===== src/rtl/pps_pkg.sv =====
// pps_pkg: shared state encoding, period width and tolerance helper for pps_capture.
package pps_pkg;

    localparam int PERIOD_W = 32;

    typedef enum logic {
        SEARCH,
        TRACK
    } state_t;

    // Subtract in whichever direction cannot wrap before comparing.
    function automatic logic in_tol(
        input logic [PERIOD_W-1:0] period,
        input logic [PERIOD_W-1:0] nominal,
        input logic [PERIOD_W-1:0] tol
    );
        return ((period >= nominal) ? period - nominal : nominal - period) <= tol;
    endfunction

endpackage


===== src/rtl/pps_edge_sync.sv =====
// pps_edge_sync: two-flop synchronizer plus registered rising-edge detector, one-cycle pulse out.
module pps_edge_sync (
    input  logic i_clk,
    input  logic i_reset,
    input  logic i_async,
    output logic o_pulse
);

    logic [1:0] sync_q;
    logic [1:0] live_q;
    logic       prev_q;
    logic       armed_q;
    logic       pulse_q;

    // Edges are only armed after a genuine low has been synchronized, so an
    // input held high through reset release does not look like a rising edge.
    always_ff @(posedge i_clk or posedge i_reset) begin
        if (i_reset) begin
            sync_q  <= '0;
            live_q  <= '0;
            prev_q  <= 1'b0;
            armed_q <= 1'b0;
            pulse_q <= 1'b0;
        end else begin
            sync_q  <= {sync_q[0], i_async};
            live_q  <= {live_q[0], 1'b1};
            prev_q  <= sync_q[1];
            armed_q <= armed_q | (live_q[1] & ~sync_q[1]);
            pulse_q <= armed_q & sync_q[1] & ~prev_q;
        end
    end

    assign o_pulse = pulse_q;

endmodule


===== src/rtl/pps_capture.sv =====
// pps_capture: measures i_clk cycles between PPS rising edges, reports lock and timeout.
module pps_capture
    import pps_pkg::*;
#(
    parameter int unsigned CLOCK_RATE_HZ    = 12_000_000,
    parameter int unsigned TOLERANCE_CLOCKS = CLOCK_RATE_HZ / 1000,
    parameter int unsigned TIMEOUT_CLOCKS   = 2 * CLOCK_RATE_HZ
) (
    input  logic                i_clk,
    input  logic                i_reset,
    input  logic                i_pps,
    output logic                o_valid,
    output logic [PERIOD_W-1:0] o_period,
    output logic                o_locked,
    output logic                o_lost,
    output logic                o_led
);

    logic                edge_w;
    logic [PERIOD_W-1:0] period_n;
    state_t              state_q, state_d;
    logic [PERIOD_W-1:0] cnt_q, cnt_d;
    logic [PERIOD_W-1:0] period_q, period_d;
    logic                valid_q, valid_d;
    logic                lost_q, lost_d;
    logic                locked_q, locked_d;

    pps_edge_sync u_sync (
        .i_clk   (i_clk),
        .i_reset (i_reset),
        .i_async (i_pps),
        .o_pulse (edge_w)
    );

    assign period_n = cnt_q + 1;

    // An edge outranks a coincident timeout, so a period of exactly TIMEOUT_CLOCKS is reported.
    always_comb begin
        state_d  = state_q;
        cnt_d    = '0;
        period_d = period_q;
        valid_d  = 1'b0;
        lost_d   = 1'b0;
        locked_d = locked_q;
        if (state_q == SEARCH) begin
            if (edge_w) state_d = TRACK;
        end else if (edge_w) begin
            period_d = period_n;
            valid_d  = 1'b1;
            locked_d = in_tol(period_n, PERIOD_W'(CLOCK_RATE_HZ), PERIOD_W'(TOLERANCE_CLOCKS));
        end else if (cnt_q == PERIOD_W'(TIMEOUT_CLOCKS - 1)) begin
            lost_d   = 1'b1;
            locked_d = 1'b0;
            state_d  = SEARCH;
        end else begin
            cnt_d = cnt_q + 1;
        end
    end

    always_ff @(posedge i_clk or posedge i_reset) begin
        if (i_reset) begin
            state_q  <= SEARCH;
            cnt_q    <= '0;
            period_q <= '0;
            valid_q  <= 1'b0;
            lost_q   <= 1'b0;
            locked_q <= 1'b0;
        end else begin
            state_q  <= state_d;
            cnt_q    <= cnt_d;
            period_q <= period_d;
            valid_q  <= valid_d;
            lost_q   <= lost_d;
            locked_q <= locked_d;
        end
    end

    assign o_valid  = valid_q;
    assign o_period = period_q;
    assign o_locked = locked_q;
    assign o_lost   = lost_q;
    assign o_led    = locked_q;

endmodule


===== config.mk =====
export PLATFORM = sky130hd
export DESIGN_NAME = pps_capture
export DESIGN_NICKNAME = d
export VERILOG_FILES = /design/src/rtl/pps_pkg.sv /design/src/rtl/pps_edge_sync.sv /design/src/rtl/pps_capture.sv
export SDC_FILE = /design/constraint.sdc
export NUM_CORES = 1
export LEC_CHECK = 0
export BUFFER_PORTS_ARGS = -buffer_cell sky130_fd_sc_hd__buf_2
export CORE_AREA = 2 2 109 111
export CTS_CLUSTER_DIAMETER = 60
export DETAILED_ROUTE_END_ITERATION = 10
export DIE_AREA = 0 0 111 113
export PLACE_DENSITY = 0.64
export SYNTH_ARGS = -nofsm -noshare
export SYNTH_HDL_FRONTEND = slang
export SYNTH_SLANG_ARGS = --single-unit

===== constraint.sdc =====
create_clock -name i_clk -period 5.3 [get_ports i_clk]
set_input_delay 0 -clock i_clk [delete_from_list [all_inputs] [get_ports i_clk]]
set_output_delay 0 -clock i_clk [all_outputs]
set_load 0.02 [all_outputs]

# == Yosys cells after proc, flatten, opt, wreduce, memory -nomap -nowiden ==
# Index checks and enable logic that the tools add are counted.
# totals
register_bits,75
inputBits,3
output_inout_bits,36
wordCells,40
# op_classes
add_sub_neg,3
order_cmp,2
n_eq_ne,1
muxes,14
bitwise_logic,6
n_reduce_logical,3
# op_table
operator,count
$mux 32,4
$add 32x1->32 const B,1
$eq 32x25->1 const B,1
$ge 32x24->1 const B,1
$le 32x14->1 const B,1
$sub 24x32->32 const A,1
$sub 32x24->32 const B,1
$mux 1,10
$reduce_and 2->1,2
$and 1x1->1,3
$not 1->1,2
$reduce_bool 2->1,1
$or 1x1->1,1

# == Longest topological paths before layout ==
# logic_depth
word_depth,5
depth_mapped,18
depth_no_buf,15

# == By module ==
# A second synthesis with hierarchy kept.
# hier_totals
cells_unflattened,569
area_unflattened_um2,4770.8
# by_module_without_submodules
module,n_inst,cells_per_inst,area_each_um2
pps_capture,1,556,4569.4
pps_edge_sync,1,13,201.4

# == Worst setup path after synthesis ==
# OpenSTA, ideal clock, no wires.
# synth_path
path_kind,register to register
start,register cnt_q[0]
end,"register locked_q, in the netlist o_led"
setup_time_ps,77
t_arrival_ps,3889
required_ps,5223
slack_ps,1334
path_stages_with_launch,18
n_path_buf,2
period_less_slack_ps,3966
cell_sequence,dfrtp_1 > ha_1 > buf_2 > clkbuf_1 > nand2_1 > nor2_1 > xnor2_1 > inv_1 > ha_1 > nor3b_1 > a21oi_1 > o211a_1 > o21a_4 > or4_1 > and3_4 > nor4_2 > nand4_1 > o21ai_1
# synth_between
elab_chain_len,5
# synth_lines
element,line,source
from (decl),pps_capture.sv:22,"logic [PERIOD_W-1:0] cnt_q, cnt_d;"
from (signal assigned),pps_capture.sv:70,cnt_q <= cnt_d;
$add 32x1->32 (*),pps_capture.sv:35,assign period_n = cnt_q + 1;
net period_n[8],pps_capture.sv:20,logic [PERIOD_W-1:0] period_n;
"$sub 24x32->32, or another cell as far along",pps_pkg.sv:17,return ((period >= nominal) ? period - nominal : nominal - period) <= tol;
$mux 32 (*),pps_pkg.sv:17,
$le 32x14->1 (*),pps_pkg.sv:17,
$mux 1 (*),pps_capture.sv:47,end else if (edge_w) begin
to (signal assigned),pps_capture.sv:74,locked_q <= locked_d;
to (decl),pps_capture.sv:26,"logic locked_q, locked_d;"
# The timed path passes the listed nets; every way through them passes the cells marked *.
# A chain may end at the register's enable or synchronous reset.

# == Worst setup path after layout ==
# layout_path
start,register cnt_q[0]
end,"register locked_q, in the netlist o_led"
# layout_between
elab_chain_len,5
# layout_lines
element,line
$add 32x1->32,pps_capture.sv:35
"$sub 24x32->32, or another cell as far along",pps_pkg.sv:17
$mux 32,pps_pkg.sv:17
$le 32x14->1,pps_pkg.sv:17
$mux 1,pps_capture.sv:47
# Parallel ways exist; a longest one is shown, timed or not.

==> impl_metrics.tcl <==
set metrics [dict create \
    p_sw_share_pct 30.2 \
    layout_commonest_cell "nand2_1" \
    routedWlPerCell_um 20.0 \
    antenna_cells 0 \
    power_frac_comb_pct 14.9 \
    grt_pass1_vias 4503 \
    crit_type "reg2reg" \
    slowest_stage "a2111oi_0" \
    syn_to_final_growth_pct 11.1 \
    max_stage_delay_ps 650 \
    r2r_setup_slack_ps 720 \
    synthDistinctLibCells 82 \
    cts_sinks 75 \
    endpoint_kind "register" \
    grt_pass1_wl_um 24400 \
    finalSetupViolCount 0 \
    arrival_ps 4850 \
    numCtsBuffers 9 \
    status "finished clean" \
    grt_util_all_layers_pct 25.1 \
    dr.pass1.iters 5 \
    vias_per_cell 6.22 \
    path_cells "ha_1, buf_4, nand4_1, or4_1, a22oi_1, nor4b_4, a211oi_2, nand2_1, o31ai_1, a2111oi_0, o311ai_1, o21ai_1" \
    switchingPower_mw 0.429 \
    cts.repair.resized 0 \
    placed_cell_area_mm2 0.00530 \
    layout-drive-gt1-share_pct 16.3 \
    ioPinCount 39 \
    critical_path_required_ps 5570 \
    fp-row-count 39 \
    antenna_found_initial 0 \
    worst-path-buf-inv 1 \
    dr_total_vias 4792 \
    cts_hold_buffers 2 \
    ys_warn_count 0 \
    post-route-period-util_pct 86.3 \
    cts_buffer_depth 2 \
    p_leak_nw 2.45 \
    fin_nets 628 \
    path_max_fanout 10 \
    p_per_area_mw_per_mm2 254 \
    chipHeight_um 113 \
    power_frac_seq_pct 45.2 \
    p_clk_share_pct 40.0 \
    design.core.area_mm2 0.0113 \
    grt_max_degree 76 \
    yosysSeqAreaShare_pct 37.3 \
    cp-start-kind "register" \
    hold_ws_ps 299 \
    synth_top_flop_cell "dfrtp_1" \
    port_buffers 38 \
    grt_setup_unrepaired "false" \
    synth_edf_count 0 \
    skew_ps 7.04 \
    synth_area_mm2 0.00503 \
    p_int_mw 0.992 \
    root_buffer "clkbuf_16" \
    max_cap_violations 0 \
    antenna_left 0 \
    final_cell_mix "78 x nand2_1, 75 x dfrtp_1, 58 x nor2_1" \
    holdCritPathClass "in2reg" \
    cp_top_family "compound AO/OA/AOI/OAI gates" \
    slew_viol_final 0 \
    drc 0 \
    cts_tree "built" \
    start_util_pct 44.6 \
    final_hold_viol_count 0 \
    wirelength_um 15400 \
    syn_nets 602 \
    worst_pin_slew_ps 1060 \
    dp_hpwl_um 11200 \
    clkTransAtPathRegs_ps 60 \
    overflow 0 \
    insertion_delay_ps 350 \
    place_congestion 1.02 \
    fmax_ghz 0.219 \
    min_period_ps 4580 \
    vdd_drop_max_mv 0.206 \
    cts_setup_buffers 0 \
    fin_util_pct 49.6 \
    drtIter0Drc 432 \
    die_area_mm2 0.0125 \
    post-route-cell-area_mm2 0.00559 \
    htreeDepth 3 \
    tns_ps 0 \
    slew_headroom_pct 29.2 \
    postSynthCellCount 596 \
    async_flop_share_pct 100 \
    synth_seq_cells 75 \
    syn-mean-instance-area_um2 8.44 \
    die-width_um 111 \
]
power groups by stage:
| stage | registers (mW) | logic [mW] | clock network, mW |
|---|---|---|---|
| 3_3_place_gp | 0.649 | 0.211 | 0 |
| 3_5_place_dp | 0.652 | 0.211 | 0 |
| 5_1_grt | 0.647 | 0.235 | 0.603 |
| 2_1_floorplan | 0.650 | 0.160 | 0 |
| 6_report | 0.642 | 0.211 | 0.568 |
| 4_1_cts | 0.642 | 0.213 | 0.582 |
per-layer routing:
| metal | wire length, µm | track usage [%] | vias to the layer above |
|---|---|---|---|
| met1 | 6750 | 32.2 | 2342 |
| met3 | 900 | 4.50 | 50 |
| met5 | 0 | 0 | - |
| met4 | 642 | 14.1 | 0 |
| li1 | - | - | 2215 |
| met2 | 7080 | 40.3 | 185 |
registers in the layout, indices dropped and copies added (netlist names):
name            count
o_led               1
o_period           32
state_q             1
o_valid             1
u_sync.sync_q       2
cnt_q              32
u_sync.live_q       2
u_sync.armed_q      1
u_sync.o_pulse      1
o_lost              1
u_sync.prev_q       1
final cells by class:
cell class / count / area, µm²
fill: 1087 / 5690
multi-input combinational: 470 / 2900
sequential: 75 / 1880
timing repair buffer: 53 / 308
clock buffer: 11 / 233
tap: 143 / 179
inverter: 13 / 50.0
clock inverter: 5 / 38.8
synth_stat cells (all sizes together) (4+ instances only):
master / count / share of area [%]
or2: 4 / 0.50
nand2b: 4 / 0.50
nand2: 79 / 5.9
o221ai: 4 / 0.70
o21a: 9 / 1.5
and2: 11 / 1.4
xnor2: 22 / 3.8
nand3b: 5 / 0.75
o21ai: 54 / 5.4
a21oi: 20 / 2.2
a21o: 7 / 1.1
xor2: 11 / 1.9
buf: 18 / 2.6
a211oi: 5 / 0.95
inv: 12 / 0.90
o31ai: 6 / 1.3
a31oi: 8 / 1.0
and4: 6 / 1.1
nand3: 19 / 2.2
nor2: 59 / 4.5
nand4: 15 / 2.4
nor3: 24 / 2.5
or3: 6 / 0.77
nor4: 12 / 1.7
nor4b: 5 / 1.2
clkbuf: 20 / 1.5
o22ai: 6 / 0.87
or4: 8 / 1.5
a211o: 4 / 0.72
dfrtp: 75 / 37
and3: 13 / 1.7
o211ai: 11 / 1.6
cell families after synthesis:
kind of cell	count (synthesis)	synth area share [%]
simple gates	278	29.9
compound gates	154	21.0
flops	75	37.3
buf+inv	51	5.03
xor+xnor	33	5.75
fa+ha+maj	3	0.747
other cells	1	0.0746
mux	1	0.224
metrics by stage:
step / std cells / total power [mW] / setup slack, ps
after detailed placement: 752 / 0.863 / 936
after global placement: 752 / 0.860 / 928
after floorplan: 596 / 0.810 / 1330
after global routing: 770 / 1.49 / 464
after CTS: 770 / 1.44 / 897
final: 770 / 1.42 / 724
final timing paths:
path / to / depth (start not counted) / from
worst max-delay path: o_led / 12 / cnt_q[0]
worst min register to register: u_sync.live_q[1] / 0 / u_sync.live_q[0]
min in group asynchronous: o_period[4] / 4 / i_reset
worst max register to register: o_led / 12 / cnt_q[0]
max in group asynchronous: o_period[18] / 4 / i_reset
worst min-delay path: u_sync.sync_q[0] / 2 / i_pps
Note: power is estimated with default switching activity, not from simulation.
